## config.mk

```make
export PLATFORM = sky130hd
export DESIGN_NAME = lifo_stack_param
export DESIGN_NICKNAME = d
export VERILOG_FILES = /design/src/rtl/lifo_stack_param.sv
export SDC_FILE = /design/constraint.sdc
export NUM_CORES = 1
export LEC_CHECK = 0
export BUFFER_PORTS_ARGS = -buffer_cell sky130_fd_sc_hd__buf_2
export CAP_MARGIN = 20
export CORE_MARGIN = 2
export CORE_UTILIZATION = 60
export CTS_CLUSTER_DIAMETER = 40
export CTS_CLUSTER_SIZE = 28
export DETAILED_ROUTE_END_ITERATION = 6
export PLACE_DENSITY_LB_ADDON = 0.1
export SYNTH_ARGS = -nofsm -noshare
export SYNTH_HDL_FRONTEND = slang
export SYNTH_SLANG_ARGS = --single-unit
```

## constraint.sdc

```tcl
create_clock -name clk -period 3.7 [get_ports clk]
set_input_delay 0.37 -clock clk [delete_from_list [all_inputs] [get_ports clk]]
set_output_delay 0.37 -clock clk [all_outputs]
set_load 0.1 [all_outputs]
```

## src/rtl/lifo_stack_param.sv

```systemverilog
// Parametrised synchronous LIFO with occupancy count, almost-full flag,
// simultaneous push/pop (replace-top / pass-through), flush and sticky
// overflow/underflow flags. Status flags decode the registered count only.
module lifo_stack_param #(
  parameter  int WIDTH     = 8,
  parameter  int DEPTH     = 16,
  parameter  int AF_THRESH = DEPTH - 2,
  localparam int CW        = $clog2(DEPTH + 1)
) (
  input  logic             clk,
  input  logic             reset,
  input  logic             push,
  input  logic             pop,
  input  logic [WIDTH-1:0] din,
  input  logic             flush,
  input  logic             clear_err,
  output logic [WIDTH-1:0] dout,
  output logic             dout_valid,
  output logic [CW-1:0]    count,
  output logic             full,
  output logic             empty,
  output logic             almost_full,
  output logic             overflow,
  output logic             underflow
);

  localparam int AW = (DEPTH > 1) ? $clog2(DEPTH) : 1;

  logic [WIDTH-1:0] mem [DEPTH];
  logic [AW-1:0]    top_idx;
  logic [AW-1:0]    nxt_idx;
  logic             wr_en;
  logic [AW-1:0]    wr_idx;

  assign full        = (count == CW'(DEPTH));
  assign empty       = (count == '0);
  assign almost_full = (count >= CW'(AF_THRESH));

  // Index of the current top entry and of the first free slot; only used
  // when the corresponding empty/full guard allows, so truncation is safe.
  assign top_idx = AW'(count - CW'(1));
  assign nxt_idx = AW'(count);

  // Memory write select: push into free slot, or overwrite top on replace.
  always_comb begin
    wr_en  = 1'b0;
    wr_idx = nxt_idx;
    if (!reset && !flush && push) begin
      if (pop && !empty) begin
        wr_en  = 1'b1;
        wr_idx = top_idx;
      end else if (!pop && !full) begin
        wr_en  = 1'b1;
      end
    end
  end

  // Storage array; no reset so it maps onto plain RAM/flops without reset.
  always_ff @(posedge clk) begin
    if (wr_en) mem[wr_idx] <= din;
  end

  // Occupancy, popped-data register and sticky error flags.
  always_ff @(posedge clk) begin
    if (reset) begin
      count      <= '0;
      dout       <= '0;
      dout_valid <= 1'b0;
      overflow   <= 1'b0;
      underflow  <= 1'b0;
    end else begin
      dout_valid <= 1'b0;
      // Clear first so an error raised below in the same cycle wins.
      if (clear_err) begin
        overflow  <= 1'b0;
        underflow <= 1'b0;
      end
      if (flush) begin
        count <= '0;
      end else begin
        unique case ({push, pop})
          2'b10: begin
            if (full) overflow <= 1'b1;
            else      count    <= count + CW'(1);
          end
          2'b01: begin
            if (empty) begin
              underflow <= 1'b1;
            end else begin
              dout       <= mem[top_idx];
              dout_valid <= 1'b1;
              count      <= count - CW'(1);
            end
          end
          2'b11: begin
            // Replace-top returns the old top; on empty, data passes through.
            dout       <= empty ? din : mem[top_idx];
            dout_valid <= 1'b1;
          end
          default: ;
        endcase
      end
    end
  end

endmodule

```

-- Word-level counts from Yosys, hierarchy flattened
Memory sizes are Yosys's and may differ from the RTL's.
Cells that the tools add are included.
- output and inout bits: 19
- memories kept: 1
- memory bits (writable): 128
- register bits after elaboration: 16
- logic and storage cells: 54
- input port bits: 14
- memory list (name ; depth ; bits a word ; rd ports ; clocked after memory_dff ; write ports ; RTL line ; text):
    mem ; 16 ; 8 ; 1 ; 0 ; 1 ; 29 ; logic [WIDTH-1:0] mem [DEPTH];
- muxes and demuxes: 23
- equal/unequal tests: 6
- $add $sub $neg: 2
- magnitude comparators: 1
- bitwise gates (word level): 1
- reduce and logical (&&, ||, !) cells: 15
- operator list (operator ; number):
    8-bit two-way mux ; 2
    8-bit case mux with 2 select lines ; 1
    1-bit two-way mux ; 14
    5-bit two-way mux ; 2
    5-bit case mux with 2 select lines ; 1
    4-bit two-way mux ; 2
    3-bit AND reduction ; 2
    5-bit by 1-bit adder with 5-bit output, second input constant ; 1
    5-bit == test, second input constant ; 1
    5-bit by 4-bit greater-or-equal comparator with 1-bit output, second input constant ; 1
    1-bit zero test ; 5
    5-bit zero test ; 1
    5-bit by 1-bit subtractor with 5-bit output, second input constant ; 1
    2-bit == test, second input constant ; 2
    1-bit logical AND ; 4
    2-bit inequality test, second input constant ; 2
    2-bit nonzero test ; 2
    2-bit by 1-bit == test with 1-bit output, second input constant ; 1
    1-bit case mux with 2 select lines ; 1
    2-bit OR reduction ; 1
    1-bit inverter ; 1

-- Depth between registers and ports, before layout
Gate-level depths: netlist (run 1).
- depth after elaboration: 8
- mapped depth: 11
- mapped depth without buffers: 7

-- Worst setup path before layout (run 1)
OpenSTA, ideal clock, no wires.
- path kind: flip-flop to flip-flop
- start point: register count[0]
- end point: register count[4]
- path slack: -1.914 ns
- library setup time: 0.070 ns
- required time: 3.630 ns
- arrival time: 5.544 ns
- cell stages (with the launch flop): 11
- period minus slack after synthesis: 5.614 ns
- buffers on the path: 4
- cells stage by stage: dfxtp_1 buf_6 buf_6 buf_6 inv_1 ha_1 buf_2 nor4bb_1 o22a_2 o21ai_0 a21oi_1
- cells in the longest elaborated chain, start to end: 3
- elaborated cells on any way between the ends: 10
- classes of those cells: add/sub: 2; eq/ne: 3; mux: 3; reduce/logical: 2
- ends and longest elaborated chain (what ; RTL line ; text):
    start, declared ; 19 ; output logic [CW-1:0] count,
    start signal, assigned ; 84 ; else count <= count + CW'(1);
    start signal, assigned ; 92 ; count <= count - CW'(1);
    5-bit == test ; 35 ; assign full = (count == CW'(DEPTH));
    named net full ; 20 ; output logic full,
    2-bit inequality test (no source line) ; - ;
    3-bit AND reduction (no source line) ; - ;
The timed path passes the listed nets, and every way through them passes these cells. The select of a mux whose other input is x is not followed.
A chain may end at the register's enable or synchronous reset.

-- Worst setup path in the final report (run 1)
- start point: register count[1]
- end point: memory mem[4][1] (enable)
- cells in the longest elaborated chain, start to end: 8
- elaborated cells on any way between the ends: 14
- classes of those cells: add/sub: 1; eq/ne: 1; mux: 7; reduce/logical: 5
- ends and longest elaborated chain (what ; RTL line ; text):
    5-bit == test ; 35 ;
    1-bit zero test ; 52 ; end else if (!pop && !full) begin
    1-bit logical AND ; 52 ;
    1-bit two-way mux ; 52 ;
    1-bit two-way mux ; 49 ; if (pop && !empty) begin
    1-bit two-way mux ; 48 ; if (!reset && !flush && push) begin
    1-bit two-way mux ; 60 ; if (wr_en) mem[wr_idx] <= din;
    1-bit two-way mux (not written as such) ; 60 ;
    end, declared ; 29 ;
Parallel ways exist; a longest one is shown, timed or not.

==> reports/metrics.yaml, run 1 <==
logic_synthesis:
  ys_ff_latch: 144
  ys_async_sr_fraction_pct: 0
  synthXorXnorAreaFrac_pct: 0.431
  ys.flop_type: "edfxtp_1"
  ys_seq_area_share_pct: 68.4
  synth_top_family_by_area: "multiplexers"
  synth_fa_ha_area_share_pct: 0.616
  synth_edf_count: 128
  avgSynthCellArea_um2: 17.3
  syn_nets: 369
  syn_area_um2: 6090
  synth_mux_area_share_pct: 12.7
  yosysWarningCount: 0
  synth_compound_area_share_pct: 7.17
  syn_inst: 352
  synthSimpleGateAreaFrac_pct: 8.26
  synth.distinct_cells: 52
clock_network:
  clock_latency_ns: 0.53
  cts_buffer_depth: 2
  hold_buffers: 0
  cts_buffers: 17
  cts_sinks: 144
  clk_pin_slew_ns: 0.06
  cts_max_level: 4
  ctsResizeCount: 0
  post-cts-setup-buffers: 0
  root_buffer: "clkbuf_8"
  cts_tree: "built"
sta:
  worst_pin_slew_ns: 0.799
  min_period_ns: 3.17
  skew_ns: 0.00651
  fin_tns_setup_ns: 0
  hold_viol: 0
  setup_viol: 0
  rsz0062_at_grt: "no"
  setup_ws_ns: 0.527
  fin_crit_sh_pct: 85.7
  drv_slew: 0
  max_freq_mhz: 315
  relSlewSlack_pct: 46.6
cells_and_area:
  final_area_um2: 6930
  layout.nets: 408
  layout_commonest_cell: "edfxtp_1"
  drive_above_1_share_pct: 28.4
  area_delta_synth_final_pct: 13.7
  antenna_cells: 0
  final_cell_mix: "edfxtp_1 (128), mux4_2 (32), buf_2 (32)"
route:
  vias_per_cell: 6.41
  post_drt_wl_per_cell_um: 23.9
  wirelength_um: 12700
  vias: 3421
  drc: 0
  drtIter0Drc: 341
  detail-route-antenna-nets: 0
  first_pass_iters: 5
place:
  place_ws_ns: 0.523
  portBuffers: 32
  gp_congestion: 0.865
  hpwl_um: 8030
  place_area_um2: 6390
floorplan:
  die-height_um: 105
  die_width_um: 105
  dieArea_um2: 11000
  io_pins: 33
  initial_core_util_pct: 62.0
  core-area_um2: 9820
  rows: 36
critical_path:
  worst-setup-path-type: "reg2reg"
  critical_path_required_ns: 3.85
  crit_path_end_kind: "register"
  cp.arrival_ns: 3.32
  path_max_fanout: 14
  start_kind: "register"
min_path:
  hold_path_class: "in2reg"
global_route:
  antenna_found_initial: 0
  grt_max_degree: 45
  grt.overflow.total: 0
  grt_pass1_wl_um: 19700
  track_usage_pct: 25.1
  grt_pass1_vias: 3353
power:
  p_leak_uw: 0.00224
  p_per_area_nw_per_um2: 533
  max-vdd-ir-drop_uv: 432
job:
  drv_cap: 0
run_status:
  status: "finished, final reports clean"
report_power, final:
group,switching [uW],total [uW],internal (uW)
combinational,238,338,99.7
clock,621,1570,945
sequential,8.99,1790,1780
total,868,3690,2830
final timing paths:
check / start / to / slack, ns / depth (start not counted)
max: count[1]$_SDFFE_PP0P_ / mem[4][1]$_DFFE_PP_ / 0.53 / 7
max reg2reg: count[1]$_SDFFE_PP0P_ / mem[4][1]$_DFFE_PP_ / 0.53 / 7
min reg2reg: overflow$_SDFF_PP0_ / overflow$_SDFF_PP0_ / 0.47 / 1
min: clear_err / underflow$_SDFF_PP0_ / 0.15 / 4
layer usage:
| layer | global-route usage [%] | wire, um | vias up |
|---|---|---|---|
| met4 | 9.33 | 226 | 0 |
| li1 | - | - | 1515 |
| met3 | 8.61 | 1070 | 19 |
| met5 | 0 | 0 | - |
| met2 | 36.5 | 5970 | 155 |
| met1 | 35.7 | 5480 | 1732 |
layout make-up:
type / instances / area [um^2]
Clock buffer: 19 / 422
Clock inverter: 10 / 115
Fill cell: 661 / 2890
Inverter: 6 / 22.5
Multi-Input combinational cell: 180 / 1800
Sequential cell: 144 / 4170
Tap cell: 133 / 166
Timing Repair Buffer: 42 / 235
flip-flops by register name, indices dropped and copies added (netlist names):
register / cells
mem: 128
dout: 8
count: 5
dout_valid: 1
overflow: 1
underflow: 1
stage by stage:
stage	hold WS [ns]	instances	utilization [%]	total power [uW]
after global placement	0.453	505	65.1	2160
after CTS	0.127	534	70.5	3710
after detailed placement	0.459	505	65.1	2160
final	0.153	534	70.5	3690
after floorplan	0.469	352	-	2070
after global routing	0.170	534	70.5	3810
cell usage after synthesis (5+ instances only):
cell	instances	area (um^2)
a211oi_1	9	67.6
inv_1	5	18.8
or3_1	5	31.3
nor2b_1	11	68.8
o31ai_1	9	67.6
o221ai_1	8	70.1
nor3_1	14	70.1
o21ai_0	5	25.0
clkbuf_1	11	41.3
nor2_1	16	60.1
mux4_2	32	721
a21oi_1	5	25.0
nand3b_1	9	67.6
edfxtp_1	128	3840
dfxtp_1	16	320
nand2b_1	6	37.5
kinds of logic after synthesis:
kind of cell,after synthesis
adder cells (fa/ha/maj),3
AND/OR/NAND/NOR,83
multiplexers,37
AO/OA/AOI/OAI,54
buffers and inverters,28
flip-flops,144
XOR/XNOR,3
worst max-delay path: stages (launching register included):
cell and delay (ns):
dfxtp_1 0.46, inv_1 0.17, ha_1 0.38, or4b_4 0.57, inv_2 0.18, o21a_1 0.17, mux2i_1 0.19, nor2_1 0.67
Note: power is estimated with default switching activity, not from simulation.
==> run 2: changes to the inputs <==
--- a/config.mk
+++ b/config.mk
@@ -5,13 +5,14 @@
 export SDC_FILE = /design/constraint.sdc
 export NUM_CORES = 1
 export LEC_CHECK = 0
-export BUFFER_PORTS_ARGS = -buffer_cell sky130_fd_sc_hd__buf_2
+export ABC_AREA = 1
 export CAP_MARGIN = 20
 export CORE_MARGIN = 2
-export CORE_UTILIZATION = 60
+export CORE_UTILIZATION = 63
 export CTS_CLUSTER_DIAMETER = 40
 export CTS_CLUSTER_SIZE = 28
 export DETAILED_ROUTE_END_ITERATION = 6
+export DONT_BUFFER_PORTS = 1
 export PLACE_DENSITY_LB_ADDON = 0.1
 export SYNTH_ARGS = -nofsm -noshare
 export SYNTH_HDL_FRONTEND = slang
==> reports/metrics.yaml, run 2 <==
clock_network:
  root_buffer: "clkbuf_8"
  clock_latency_ns: 0.52
  cts_sinks: 144
  cts_buffer_depth: 2
  cts_tree: "built"
  cts_buffers: 17
  clk_pin_slew_ns: 0.06
  cts_max_level: 4
  ctsResizeCount: 0
logic_synthesis:
  ys_seq_area_share_pct: 64.0
  yosysWarningCount: 0
  ys_ff_latch: 144
  yosysTopAreaCellShare_pct: 59.0
  avgSynthCellArea_um2: 9.56
  synth_top_area_cell: "edfxtp_1"
  synth_area_leaders: "edfxtp_1 (59%), nand2_1 (11%), nand3_1 (8.2%)"
  syn_area_um2: 6510
  syn_inst: 681
  synth.distinct_cells: 29
  syn_nets: 698
  synth_edf_count: 128
  ys_async_sr_fraction_pct: 0
  netlist_top_cells_count: "nand2_1 (193), edfxtp_1 (128), inv_1 (108), nand3_1 (107), nor2_1 (43)"
  synth.most_common_cell: "nand2_1"
  ys.flop_type: "edfxtp_1"
route:
  post_drt_wl_per_cell_um: 18.7
  vias: 4738
  drc: 0
  detail-route-antenna-nets: 0
  vias_per_cell: 5.63
  wirelength_um: 15700
  drtIter0Drc: 598
  first_pass_iters: 6
floorplan:
  rows: 37
  die_width_um: 106
  initial_core_util_pct: 63.9
  io_pins: 33
  core-area_um2: 10200
  dieArea_um2: 11200
  die-height_um: 106
critical_path:
  path_max_fanout: 20
  worst-setup-path-type: "reg2reg"
  critical_path_required_ns: 3.85
  start_kind: "register"
  cp.arrival_ns: 3.00
  crit_path_end_kind: "register"
sta:
  hold_viol: 0
  skew_ns: 0.00674
  worst_pin_slew_ns: 0.985
  fin_crit_sh_pct: 77.0
  relSlewSlack_pct: 34.3
  setup_viol: 0
  rsz0062_at_grt: "no"
  min_period_ns: 2.85
  max_freq_mhz: 351
  drv_slew: 0
  fin_tns_setup_ns: 0
cells_and_area:
  area_delta_synth_final_pct: 12.7
  reg_top3: "mem (128), dout (8), count (5)"
  final_area_um2: 7340
  final_cell_mix: "nand2_1 (193), edfxtp_1 (128), inv_1 (107), nand3_1 (107), nor2_1 (43)"
  drive_above_1_share_pct: 8.94
  layout_commonest_cell: "nand2_1"
  finalNonFillerCells: 842
  largest_reg_flops: 128
  layout.nets: 709
  regMostFlops: "mem"
global_route:
  grt.overflow.total: 0
  track_usage_pct: 29.9
  grt_pass1_vias: 4534
  grt_max_degree: 70
  antenna_found_initial: 1
  grt_pass1_wl_um: 24300
job:
  drv_cap: 0
place:
  gp_congestion: 0.955
  dp.cells: 800
  portBuffers: 0
  hpwl_um: 9610
  place_area_um2: 6630
power:
  p_per_area_nw_per_um2: 541
  p_leak_uw: 0.00312
  max-vdd-ir-drop_uv: 353
min_path:
  hold_path_class: "in2reg"
run_status:
  status: "finished, final reports clean"
-- run 2: cell types whose count changed after synthesis, moves of 11 or more --
cell     previous run  this run
nand2_1             2       193
inv_1               5       108
nand3_1             4       107
mux4_2             32         0
nor2_1             16        43
nor3_1             14         2
nor2b_1            11         0
-- run 2: metrics by stage --
step	total power, uW	utilization (%)	hold slack (ns)	setup slack (ns)
after floorplan	2130	-	0.469	0.199
after global placement	2190	65.1	0.441	0.995
after detailed placement	2200	65.1	0.443	0.888
after CTS	3980	72.0	0.0443	0.891
after global routing	4080	72.0	0.0889	0.642
final	3970	72.1	0.0712	0.852
-- run 2: cell families (layout without fill, tap and decap cells) --
group / after synthesis / count (layout) / share of synthesized area, %
AND/OR/NAND/NOR: 356 / 356 / 23.3
buffers and inverters: 142 / 166 / 8.69
XOR/XNOR: 5 / 5 / 0.904
flip-flops: 144 / 144 / 64.0
adder cells (fa/ha/maj): 3 / 3 / 0.577
AO/OA/AOI/OAI: 31 / 31 / 2.54
other: 0 / 1 / 0
-- run 2: report_power, final --
group          switching [uW]  internal, uW
logic                     267          94.4
registers                66.8          1790
clock network             643          1110
total                     977          2990
-- run 2: critical path, cell delays in order (launching register included) --
cell and delay [ns]:
dfxtp_4 0.35, inv_2 0.13, ha_1 0.32, xnor2_2 0.65
o21ai_1 0.18, a21oi_2 0.15, nand2_1 0.12, nor2_1 0.57
-- run 2: cell type report --
| class | instances | area (um^2) |
|---|---|---|
| antenna | 1 | 2.50 |
| fill | 706 | 2850 |
| inverter | 114 | 428 |
| multi-input combinational | 395 | 1780 |
| sequential | 144 | 4170 |
| clock inverter | 13 | 186 |
| clock buffer | 19 | 432 |
| tap | 136 | 170 |
| timing repair buffer | 20 | 173 |
-- run 2: per-layer routing --
metal  global-route usage (%)  part of all wire, %  up-vias
li1                         -                    -     2220
met1                     40.5                   41     2177
met2                     45.0                   45      287
met3                     8.91                   11       54
met4                     13.6                  3.8        0
met5                        0                    0        -
-- run 2: path summary, 6_finish.rpt --
kind                    startpoint                     to  slack, ns  depth (start not counted)
max reg2reg  count[0]$_SDFFE_PP0P_    mem[2][1]$_DFFE_PP_       0.85                          7
min reg2reg  count[1]$_SDFFE_PP0P_  count[1]$_SDFFE_PP0P_       0.59                          2
min                      clear_err    overflow$_SDFF_PP0_       0.07                          3
max          count[0]$_SDFFE_PP0P_    mem[2][1]$_DFFE_PP_       0.85                          7
-- run 2: what timing repair did --
item | 4_1_cts | 5_1_grt
hold endpoints to repair | 138 | 0
hold buffers | 9 | 0
buffers inserted | 0 | 0
==> run 3: changes to the inputs <==
--- a/config.mk
+++ b/config.mk
@@ -5,7 +5,7 @@
 export SDC_FILE = /design/constraint.sdc
 export NUM_CORES = 1
 export LEC_CHECK = 0
-export ABC_AREA = 1
+export ABC_AREA = 0
 export CAP_MARGIN = 20
 export CORE_MARGIN = 2
 export CORE_UTILIZATION = 63
==> constraint.sdc (replaced) <==
create_clock -name clk -period 2.9 [get_ports clk]
set_input_delay 0.29 -clock clk [delete_from_list [all_inputs] [get_ports clk]]
set_output_delay 0.29 -clock clk [all_outputs]
set_load 0.1 [all_outputs]
==> reports/metrics.yaml, run 3 (same netlist as run 1, synthesis figures left out) <==
critical_path:
  crit_family: "simple AND/OR/NAND/NOR gates"
  cp_num_buf_inv: 1
  cp.depth: 6
  r2r_setup_slack_ns: 0.23
  path_max_fanout: 11
  critical_path_required_ns: 3.06
  r2r_start: "count[1]$_SDFFE_PP0P_"
  crit_end: "mem[15][6]$_DFFE_PP_"
  cp_cell_sequence: "inv_1 > ha_4 > or4b_4 > nand2b_1 > a31oi_1 > nor3_2"
  worst_path_max_delay_cell: "nor3_2"
  worst-setup-path-type: "reg2reg"
  r2r-end: "mem[15][6]$_DFFE_PP_"
  r2r_cells: 6
  cp.arrival_ns: 2.83
  crit_path_end_kind: "register"
  max_stage_delay_ns: 0.69
  crit_start: "count[1]$_SDFFE_PP0P_"
  start_kind: "register"
clock_network:
  cts_sinks: 144
  cts_buffer_depth: 2
  root_buffer: "clkbuf_8"
  cts_max_level: 4
  clock_latency_ns: 0.54
  cts_tree: "built"
  clk_pin_slew_ns: 0.06
  post-cts-setup-buffers: 0
  cts_buffers: 17
cells_and_area:
  reg_top3: "mem (128), dout (8), count (5)"
  layout.nets: 395
  final_cell_mix: "edfxtp_1 (128), mux4_2 (32), buf_4 (17)"
  nFillCells: 541
  antenna_cells: 0
  layout_commonest_cell: "edfxtp_1"
  fin_util_pct: 75.8
  area_delta_synth_final_pct: 16.0
  regMostFlops: "mem"
  largest_reg_flops: 128
  finalNonFillerCells: 520
  drive_above_1_share_pct: 27.6
floorplan:
  rows: 35
  initial_core_util_pct: 65.3
  die-height_um: 102
  die_width_um: 102
  core-area_um2: 9330
  dieArea_um2: 10500
  io_pins: 33
sta:
  max_freq_mhz: 375
  fin_tns_setup_ns: 0
  min_period_ns: 2.67
  drv_slew: 0
  worst_pin_slew_ns: 1.00
  rsz0062_at_grt: "no"
  holdWs_ns: 0.0700
  hold_viol: 0
  relSlewSlack_pct: 33.1
  fin_crit_sh_pct: 92.0
  skew_ns: 0.00890
  setup_viol: 0
run_status:
  status: "finished, final reports clean"
global_route:
  track_usage_pct: 28.8
  antenna_found_initial: 0
  grt_pass1_wl_um: 20500
  grt_max_degree: 31
  grt_pass1_vias: 3422
  grt.overflow.total: 0
route:
  vias: 3421
  vias_per_cell: 6.58
  wirelength_um: 13500
  post_drt_wl_per_cell_um: 26.0
  detail-route-antenna-nets: 0
  drc: 0
  drtIter0Drc: 305
  first_pass_iters: 4
place:
  hpwl_um: 8210
  dp.cells: 476
  gp_congestion: 0.899
  portBuffers: 0
power:
  p_per_area_nw_per_um2: 696
  max-vdd-ir-drop_uv: 797
  p_leak_uw: 0.00222
  finalPower_uw: 4920
job:
  drv_cap: 0
min_path:
  hold_path_class: "in2reg"
[run 3: cell count changes in the layout (fill, tap and decap cells not counted), sizes merged, moves of 11 or more]
cell	change
nand2	-196
nand3	-106
inv	-105
mux4	+32
nor2	-27
nor3	+12
nor2b	+11
[run 3: worst min path at each step]
stage / start / depth (start not counted) / slack, ns / endpoint
2_1_floorplan: din[0] / 0 / 0.39 / mem[0][0]$_DFFE_PP_
3_3_place_gp: reset / 1 / 0.36 / underflow$_SDFF_PP0_
3_5_place_dp: reset / 1 / 0.37 / underflow$_SDFF_PP0_
4_1_cts: reset / 2 / 0.05 / count[3]$_SDFFE_PP0P_
5_1_grt: reset / 2 / 0.04 / count[3]$_SDFFE_PP0P_
6_report: reset / 2 / 0.07 / count[3]$_SDFFE_PP0P_
[run 3: layout make-up]
class | count | area, um^2 | area share [%]
Sequential cell | 144 | 4170 | 59.1
Clock inverter | 15 | 185 | 2.62
Tap cell | 129 | 161 | 2.28
Inverter | 6 | 35.0 | 0.496
Clock buffer | 17 | 414 | 5.86
Multi-Input combinational cell | 180 | 1850 | 26.2
Timing Repair Buffer | 29 | 248 | 3.51
[run 3: metrics by stage]
stage | area (um^2) | setup slack (ns)
after detailed placement | 6350 | 0.276
after CTS | 7070 | 0.212
after floorplan | 6210 | -0.155
final | 7070 | 0.233
after global placement | 6350 | 0.290
after global routing | 7070 | 0.0642
[run 3: timing repair]
action / in CTS / in global routing
gates resized for setup: 0 / 0
hold buffers: 12 / 0
hold endpoints to repair: 138 / 0
[run 3: report_power, final]
part           internal (uW)  leakage, uW  total [uW]  switching (uW)
registers               2270      0.00128        2340            73.9
logic                    134     0.000644         374             240
clock network           1320     0.000292        2200             875
total                   3730      0.00222        4920            1190
[run 3: layer usage]
layer	routed length (um)	GRT usage, %	part of all wire [%]	up-vias
met2	6410	43.2	47	160
met5	0	0	0	-
met4	403	12.6	3.0	0
met1	5690	40.4	42	1730
li1	-	-	-	1507
met3	1010	8.07	7.4	24
